### src/rtl/noc_flit_trace_buffer.sv
`default_nettype none
// ============================================================================
// Module   : noc_flit_trace_buffer
// Brief    : On-chip NoC flit capture buffer with STOP / WRAP / TRIG modes,
//            round-robin channel arbitration and saturating drop accounting.
// Revision : 1.0
// ============================================================================
module noc_flit_trace_buffer #(
    parameter int NUM_CH = 5,
    parameter int DATA_W = 64,
    parameter int DEPTH  = 16,
    parameter int TS_W   = 16,
    parameter int CH_W   = 3,
    parameter int DROP_W = 16
) (
    input  logic                          clk,
    input  logic                          rst_n,
    input  logic                          cfg_en,
    input  logic [1:0]                    cfg_mode,
    input  logic [CH_W-1:0]               cfg_trig_ch,
    input  logic [NUM_CH-1:0]             mon_valid,
    input  logic [NUM_CH*DATA_W-1:0]      mon_data,
    output logic                          rd_valid,
    input  logic                          rd_ready,
    output logic [TS_W+CH_W+DATA_W-1:0]   rd_data,
    output logic [$clog2(DEPTH):0]        fill_level,
    output logic [DROP_W-1:0]             drop_cnt,
    output logic [1:0]                    state_o
);

    localparam int AW    = $clog2(DEPTH);
    localparam int REC_W = TS_W + CH_W + DATA_W;

    localparam logic [1:0] ST_IDLE  = 2'd0;
    localparam logic [1:0] ST_ARMED = 2'd1;
    localparam logic [1:0] ST_RUN   = 2'd2;
    localparam logic [1:0] ST_DONE  = 2'd3;

    localparam logic [1:0] MODE_WRAP = 2'd1;
    localparam logic [1:0] MODE_TRIG = 2'd2;

    localparam logic [AW:0]       FULL_LVL   = (AW+1)'(DEPTH);
    localparam logic [AW:0]       NEAR_FULL  = (AW+1)'(DEPTH - 1);
    localparam logic [DROP_W-1:0] DROP_MAX   = {DROP_W{1'b1}};
    localparam logic [CH_W-1:0]   LAST_CH    = CH_W'(NUM_CH - 1);

    logic [1:0]        r_state;
    logic              r_en_q;
    logic [TS_W-1:0]   r_ts;
    logic [AW-1:0]     r_wptr;
    logic [AW-1:0]     r_rptr;
    logic [AW:0]       r_fill;
    logic [DROP_W-1:0] r_drop;
    logic [CH_W-1:0]   r_rr_next;
    logic [REC_W-1:0]  r_mem [DEPTH];

    logic              w_arm;
    logic              w_disable;
    logic              w_wrap;
    logic              w_full;
    logic              w_pop;
    logic              w_win_found;
    logic [CH_W-1:0]   w_win_idx;
    logic [DATA_W-1:0] w_win_data;
    logic              w_trig_hit;
    logic [DATA_W-1:0] w_trig_data;
    logic              w_trig_fire;
    logic              w_run_cap;
    logic              w_push_req;
    logic              w_push_ok;
    logic              w_overwrite;
    logic              w_done;
    logic [CH_W-1:0]   w_push_ch;
    logic [DATA_W-1:0] w_push_data;
    logic [3:0]        w_nvalid;
    logic [3:0]        w_drop_inc;
    logic [DROP_W+3:0] w_drop_sum;
    logic [DROP_W-1:0] w_drop_nxt;
    logic [AW:0]       w_fill_nxt;
    logic [1:0]        w_state_nxt;

    assign w_arm     = (r_state == ST_IDLE) && cfg_en && !r_en_q;
    assign w_disable = (r_state != ST_IDLE) && !cfg_en;
    assign w_wrap    = (cfg_mode == MODE_WRAP);
    assign w_full    = (r_fill == FULL_LVL);
    assign w_pop     = rd_valid && rd_ready && !w_arm;

    // Round-robin search starting at r_rr_next; first valid channel wins.
    always_comb begin
        w_win_found = 1'b0;
        w_win_idx   = '0;
        for (int k = 0; k < NUM_CH; k++) begin
            for (int i = 0; i < NUM_CH; i++) begin
                if (!w_win_found && mon_valid[i] &&
                    (i == ((int'(r_rr_next) + k) % NUM_CH))) begin
                    w_win_found = 1'b1;
                    w_win_idx   = CH_W'(i);
                end
            end
        end
    end

    // Channel data muxes; an out-of-range trigger channel simply never matches.
    always_comb begin
        w_win_data  = '0;
        w_trig_data = '0;
        w_trig_hit  = 1'b0;
        w_nvalid    = '0;
        for (int i = 0; i < NUM_CH; i++) begin
            if (w_win_idx == CH_W'(i))
                w_win_data = mon_data[i*DATA_W +: DATA_W];
            if (cfg_trig_ch == CH_W'(i)) begin
                w_trig_data = mon_data[i*DATA_W +: DATA_W];
                w_trig_hit  = mon_valid[i];
            end
            w_nvalid = w_nvalid + 4'(mon_valid[i]);
        end
    end

    assign w_trig_fire = (r_state == ST_ARMED) && cfg_en && w_trig_hit;
    assign w_run_cap   = (r_state == ST_RUN) && cfg_en;
    assign w_push_req  = w_trig_fire || (w_run_cap && w_win_found);
    assign w_push_ch   = w_trig_fire ? cfg_trig_ch : w_win_idx;
    assign w_push_data = w_trig_fire ? w_trig_data : w_win_data;
    assign w_push_ok   = w_push_req && (!w_full || w_pop || w_wrap);
    assign w_overwrite = w_push_ok && w_full && !w_pop;
    assign w_done      = !w_wrap && w_push_ok && !w_pop && (r_fill == NEAR_FULL);

    // Losers count as drops; so does a refused push or an overwritten record.
    always_comb begin
        w_drop_inc = '0;
        if (w_run_cap)
            w_drop_inc = w_nvalid - {3'b0, w_push_ok} + {3'b0, w_overwrite};
        w_drop_sum = {4'b0, r_drop} + (DROP_W+4)'(w_drop_inc);
        if (w_drop_sum > {4'b0, DROP_MAX})
            w_drop_nxt = DROP_MAX;
        else
            w_drop_nxt = w_drop_sum[DROP_W-1:0];
    end

    always_comb begin
        w_fill_nxt = r_fill;
        if (w_push_ok && !w_overwrite && !w_pop)
            w_fill_nxt = r_fill + 1'b1;
        else if (w_pop && !w_push_ok)
            w_fill_nxt = r_fill - 1'b1;
    end

    always_comb begin
        w_state_nxt = r_state;
        if (w_disable) begin
            w_state_nxt = ST_IDLE;
        end else begin
            case (r_state)
                ST_IDLE:  if (w_arm)
                              w_state_nxt = (cfg_mode == MODE_TRIG) ? ST_ARMED : ST_RUN;
                ST_ARMED: if (w_trig_fire)
                              w_state_nxt = w_done ? ST_DONE : ST_RUN;
                ST_RUN:   if (w_done)
                              w_state_nxt = ST_DONE;
                default:  w_state_nxt = r_state;
            endcase
        end
    end

    always_ff @(posedge clk or negedge rst_n) begin
        if (!rst_n) begin
            r_state   <= ST_IDLE;
            r_en_q    <= 1'b0;
            r_ts      <= '0;
            r_wptr    <= '0;
            r_rptr    <= '0;
            r_fill    <= '0;
            r_drop    <= '0;
            r_rr_next <= '0;
        end else begin
            r_state <= w_state_nxt;
            r_en_q  <= cfg_en;
            if (w_arm) begin
                r_ts      <= '0;
                r_wptr    <= '0;
                r_rptr    <= '0;
                r_fill    <= '0;
                r_drop    <= '0;
                r_rr_next <= '0;
            end else begin
                if (r_state == ST_ARMED || r_state == ST_RUN)
                    r_ts <= r_ts + 1'b1;
                if (w_push_ok)
                    r_wptr <= r_wptr + 1'b1;
                if (w_pop || w_overwrite)
                    r_rptr <= r_rptr + 1'b1;
                if (w_push_req)
                    r_rr_next <= (w_push_ch == LAST_CH) ? '0 : w_push_ch + 1'b1;
                r_fill <= w_fill_nxt;
                r_drop <= w_drop_nxt;
            end
        end
    end

    // Storage needs no reset: rd_data is masked while the buffer is empty.
    always_ff @(posedge clk) begin
        if (w_push_ok)
            r_mem[r_wptr] <= {r_ts, w_push_ch, w_push_data};
    end

    assign rd_valid   = (r_fill != '0);
    assign rd_data    = rd_valid ? r_mem[r_rptr] : '0;
    assign fill_level = r_fill;
    assign drop_cnt   = r_drop;
    assign state_o    = r_state;

endmodule
`default_nettype wire

### config.mk
export PLATFORM = sky130hd
export DESIGN_NAME = noc_flit_trace_buffer
export DESIGN_NICKNAME = d
export VERILOG_FILES = /design/src/rtl/noc_flit_trace_buffer.sv
export SDC_FILE = /design/constraint.sdc
export NUM_CORES = 2
export LEC_CHECK = 0
export CAP_MARGIN = 10
export CORE_MARGIN = 2
export CORE_UTILIZATION = 40
export CTS_CLUSTER_SIZE = 40
export DETAILED_ROUTE_END_ITERATION = 12
export PLACE_DENSITY = 0.55
export SYNTH_ARGS = -nofsm -noshare
export SYNTH_HDL_FRONTEND = slang
export SYNTH_SLANG_ARGS = --single-unit
### constraint.sdc
create_clock -name clk -period 13.9 [get_ports clk]
set_input_delay 3.475 -clock clk [delete_from_list [all_inputs] [get_ports clk]]
set_output_delay 3.475 -clock clk [all_outputs]
set_load 0.02 [all_outputs]
==> impl_metrics.py <==
metrics = {
    "outcome": {
        "status": "finished, final reports clean",
    },
    "timing": {
        "final-hold-violation-count": 0,
        "fin_crit_ns": 10.92,
        "fmax_mhz": 91.6,
        "final-setup-viol-count": 0,
        "finClkSkew_ns": 0.0234,
        "slew-limit-headroom_pct": 19.5,
        "worstMarginPinSlew_ns": 1.21,
        "final_max_slew_viol_count": 0,
        "tns_ns": 0,
        "rsz0062_at_grt": "false",
        "finalCritPeriodShare_pct": 78.6,
    },
    "critical_path": {
        "cpMostUsedCell": "fa_1",
        "slowest_stage": "or4b_1",
        "cp.required_ns": 14.55,
        "end_kind": "flop",
        "critPathKind": "primary input to flop",
        "path_max_fanout": 29,
        "arrival_ns": 11.57,
        "worstSetupStartpointType": "primary input",
        "crit_start": "mon_valid[1]",
        "cp_slowest_stage_delay_ns": 0.72,
        "r2r_start": "r_rr_next[0]",
    },
    "route": {
        "wl_mm": 178,
        "antenna_left": 0,
        "wl_met2_mm": 85.2,
        "drtIter0Drc": 3485,
        "dr.pass1.iters": 5,
        "vias": 35200,
        "remaining_drc_errors": 0,
        "wl_met1_mm": 76.8,
        "routed.top_layer": "met5",
        "avgRoutedWirePerCell_um": 30.0,
        "vias_per_cell": 5.92,
        "routed-wl-met3_mm": 12.1,
    },
    "floorplan": {
        "die_h_um": 398,
        "num_io_pins": 441,
        "rows": 144,
        "die_w_um": 398,
        "dieArea_mm2": 0.159,
        "initial_core_util_pct": 40.3,
        "core_area_mm2": 0.154,
    },
    "global_route": {
        "grt_pass1_vias": 36500,
        "gr-total-overflow": 0,
        "track_usage_pct": 22.2,
        "grt_max_degree": 149,
        "antenna_found_initial": 13,
        "grt_pass1_wl_mm": 256,
    },
    "logic_synthesis": {
        "ys_ff_latch": 1379,
        "syn_area_per_cell_um2": 18.4,
        "ys_seq_area_share_pct": 66.2,
        "synth.cell_area_mm2": 0.0622,
        "syn_nets": 3758,
        "async_flop_share_pct": 3.70,
        "syn_inst": 3377,
        "synth-edff-count": 1328,
        "synthFlopType": "edfxtp_1",
        "synth.distinct_cells": 101,
        "yosysWarnings": 0,
    },
    "clocking": {
        "htree_levels": 4,
        "tritoncts": "done",
        "clk_latency_ns": 0.75,
        "ctsRootBufferMaster": "clkbuf_16",
        "clk_pin_slew_ns": 0.06,
        "cts_sinks": 1379,
        "hold_buffers": 0,
        "cts_buffer_depth": 3,
        "numCtsBuffers": 148,
        "cts_setup_buffers": 0,
        "postCtsResizedCells": 0,
    },
    "cells_and_area": {
        "fin_nets": 4157,
        "area_growth_syn_to_layout_pct": 18.0,
        "drive_gt1_share_pct": 24.1,
    },
    "placement": {
        "gp_congestion": 0.827,
        "hpwl_mm": 102,
        "io_buffers": 440,
    },
    "worst_hold_path": {
        "min_from": "drop_cnt[12]",
        "hold_class": "flop to flop",
    },
    "flow_run": {
        "max_cap_viol_count": 0,
    },
}
## per-stage QoR
step	area, um^2	util, %	cells	hold slack [ns]	setup WS, ns
floorplan	62200	-	3377	0.547	4.44
global placement	68700	44.6	5669	0.505	2.43
detailed placement	68700	44.6	5669	0.503	2.22
CTS	73400	47.6	5938	0.519	3.01
global route	73400	47.6	5940	0.575	2.38
finish	73400	47.6	5943	0.517	2.98
## sequential cells by signal, indices dropped and copies added (netlist names)
register,count
drop_cnt,16
fill_level,5
r_en_q,1
r_mem,1328
r_rptr,4
r_rr_next,3
r_ts,16
r_wptr,4
state_o,2
## cell type report
cell class | instances | area (um^2)
fill | 13100 | 80800
sequential | 1379 | 41200
multi-input combinational | 1704 | 20000
timing repair buffer | 504 | 4930
clock buffer | 194 | 3960
tap | 2044 | 2560
clock inverter | 75 | 671
inverter | 39 | 149
antenna | 4 | 10.0
## layout by cell type (no fill, tap or decap), drive strengths merged, types with 6 or more instances in the layout
cell,netlist,routed
clkbuf,193,195
nor2,51,51
a2bb2oi,65,65
a21o,9,9
clkdlybuf4s50,0,437
a22oi,64,64
bufinv,0,9
nor3b,10,10
a211o,66,66
nor2b,11,11
xor2,17,17
and3,76,76
mux4,480,480
nand3,98,98
mux2,6,6
a211oi,10,10
inv,38,50
nor3,23,23
and2,109,109
o21ai,36,36
a21oi,57,57
a31oi,8,8
nand2,116,116
nand4,10,10
or4,6,6
nor4,10,10
o211ai,138,138
nand2b,75,75
or3,9,9
xnor2,16,16
edfxtp,1328,1328
clkinv,1,50
buf,62,66
dfrtp,51,51
ha,42,42
## cell families (layout without fill, tap and decap cells)
logic type      after synthesis  in the layout  synth area share, %
compound gates              512            512                 7.32
xor+xnor                     33             33                0.465
fa+ha+maj                    47             47                 1.01
buf+inv                     294            812                 1.99
flops                      1379           1379                 66.2
mux                         490            490                 17.6
other cells                   0              4                    0
simple gates                622            622                 5.49
## synthesized netlist by cell type, types with 5 or more instances
cell / n / area share (%)
inv_1: 36 / 0.22
ha_1: 42 / 0.84
o211ai_2: 61 / 1.2
mux4_2: 480 / 17
nand4_1: 10 / 0.10
buf_1: 25 / 0.15
nor4_1: 9 / 0.091
nor2_1: 51 / 0.31
fa_1: 5 / 0.16
xor2_1: 17 / 0.24
edfxtp_1: 1328 / 64
dfrtp_1: 51 / 2.1
buf_6: 10 / 0.18
nand2_1: 115 / 0.69
a211oi_1: 7 / 0.084
a21oi_1: 55 / 0.44
and2_1: 109 / 1.1
and3_1: 76 / 0.76
nand2b_1: 75 / 0.75
mux2_2: 5 / 0.091
o21ai_0: 33 / 0.27
a22oi_2: 60 / 1.2
nor2b_1: 10 / 0.10
nor3_1: 22 / 0.18
o21a_1: 5 / 0.060
buf_4: 8 / 0.097
buf_2: 19 / 0.15
a2bb2oi_1: 64 / 0.90
xnor2_1: 16 / 0.23
a21o_1: 9 / 0.11
a31oi_1: 7 / 0.070
nor3b_1: 10 / 0.12
clkbuf_1: 193 / 1.2
or4_1: 6 / 0.072
nand3_1: 97 / 0.78
or3_1: 7 / 0.070
a211o_1: 66 / 0.93
o211ai_1: 77 / 0.93
## metal layers
| layer | global-route usage [%] | vias up |
|---|---|---|
| met2 | 35.4 | 1401 |
| met1 | 31.6 | 18600 |
| li1 | - | 14900 |
| met3 | 3.96 | 243 |
| met5 | 0 | - |
| met4 | 6.11 | 4 |
## worst max-delay path: cells and delay by family
family | cells | cell delay (ns)
fa+ha+maj | 6 | 2.37
simple gates | 10 | 3.11
mux | 1 | 0.54
compound gates | 4 | 0.99
buf+inv | 4 | 1.07
## final timing paths
path | to | slack, ns | cells after the start
worst max-delay path | drop_cnt[1] | 2.98 | 25
worst min-delay path | drop_cnt[12] | 0.52 | 1
worst max register to register | drop_cnt[1] | 3.91 | 29
worst min register to register | drop_cnt[12] | 0.52 | 1
max in group asynchronous | r_rptr[3] | 10.44 | 2
min in group asynchronous | drop_cnt[12] | 2.86 | 2
Power is left out: the tool's default activity adds up to more than one toggle a clock period on the data nets, which glitch-free logic cannot reach.
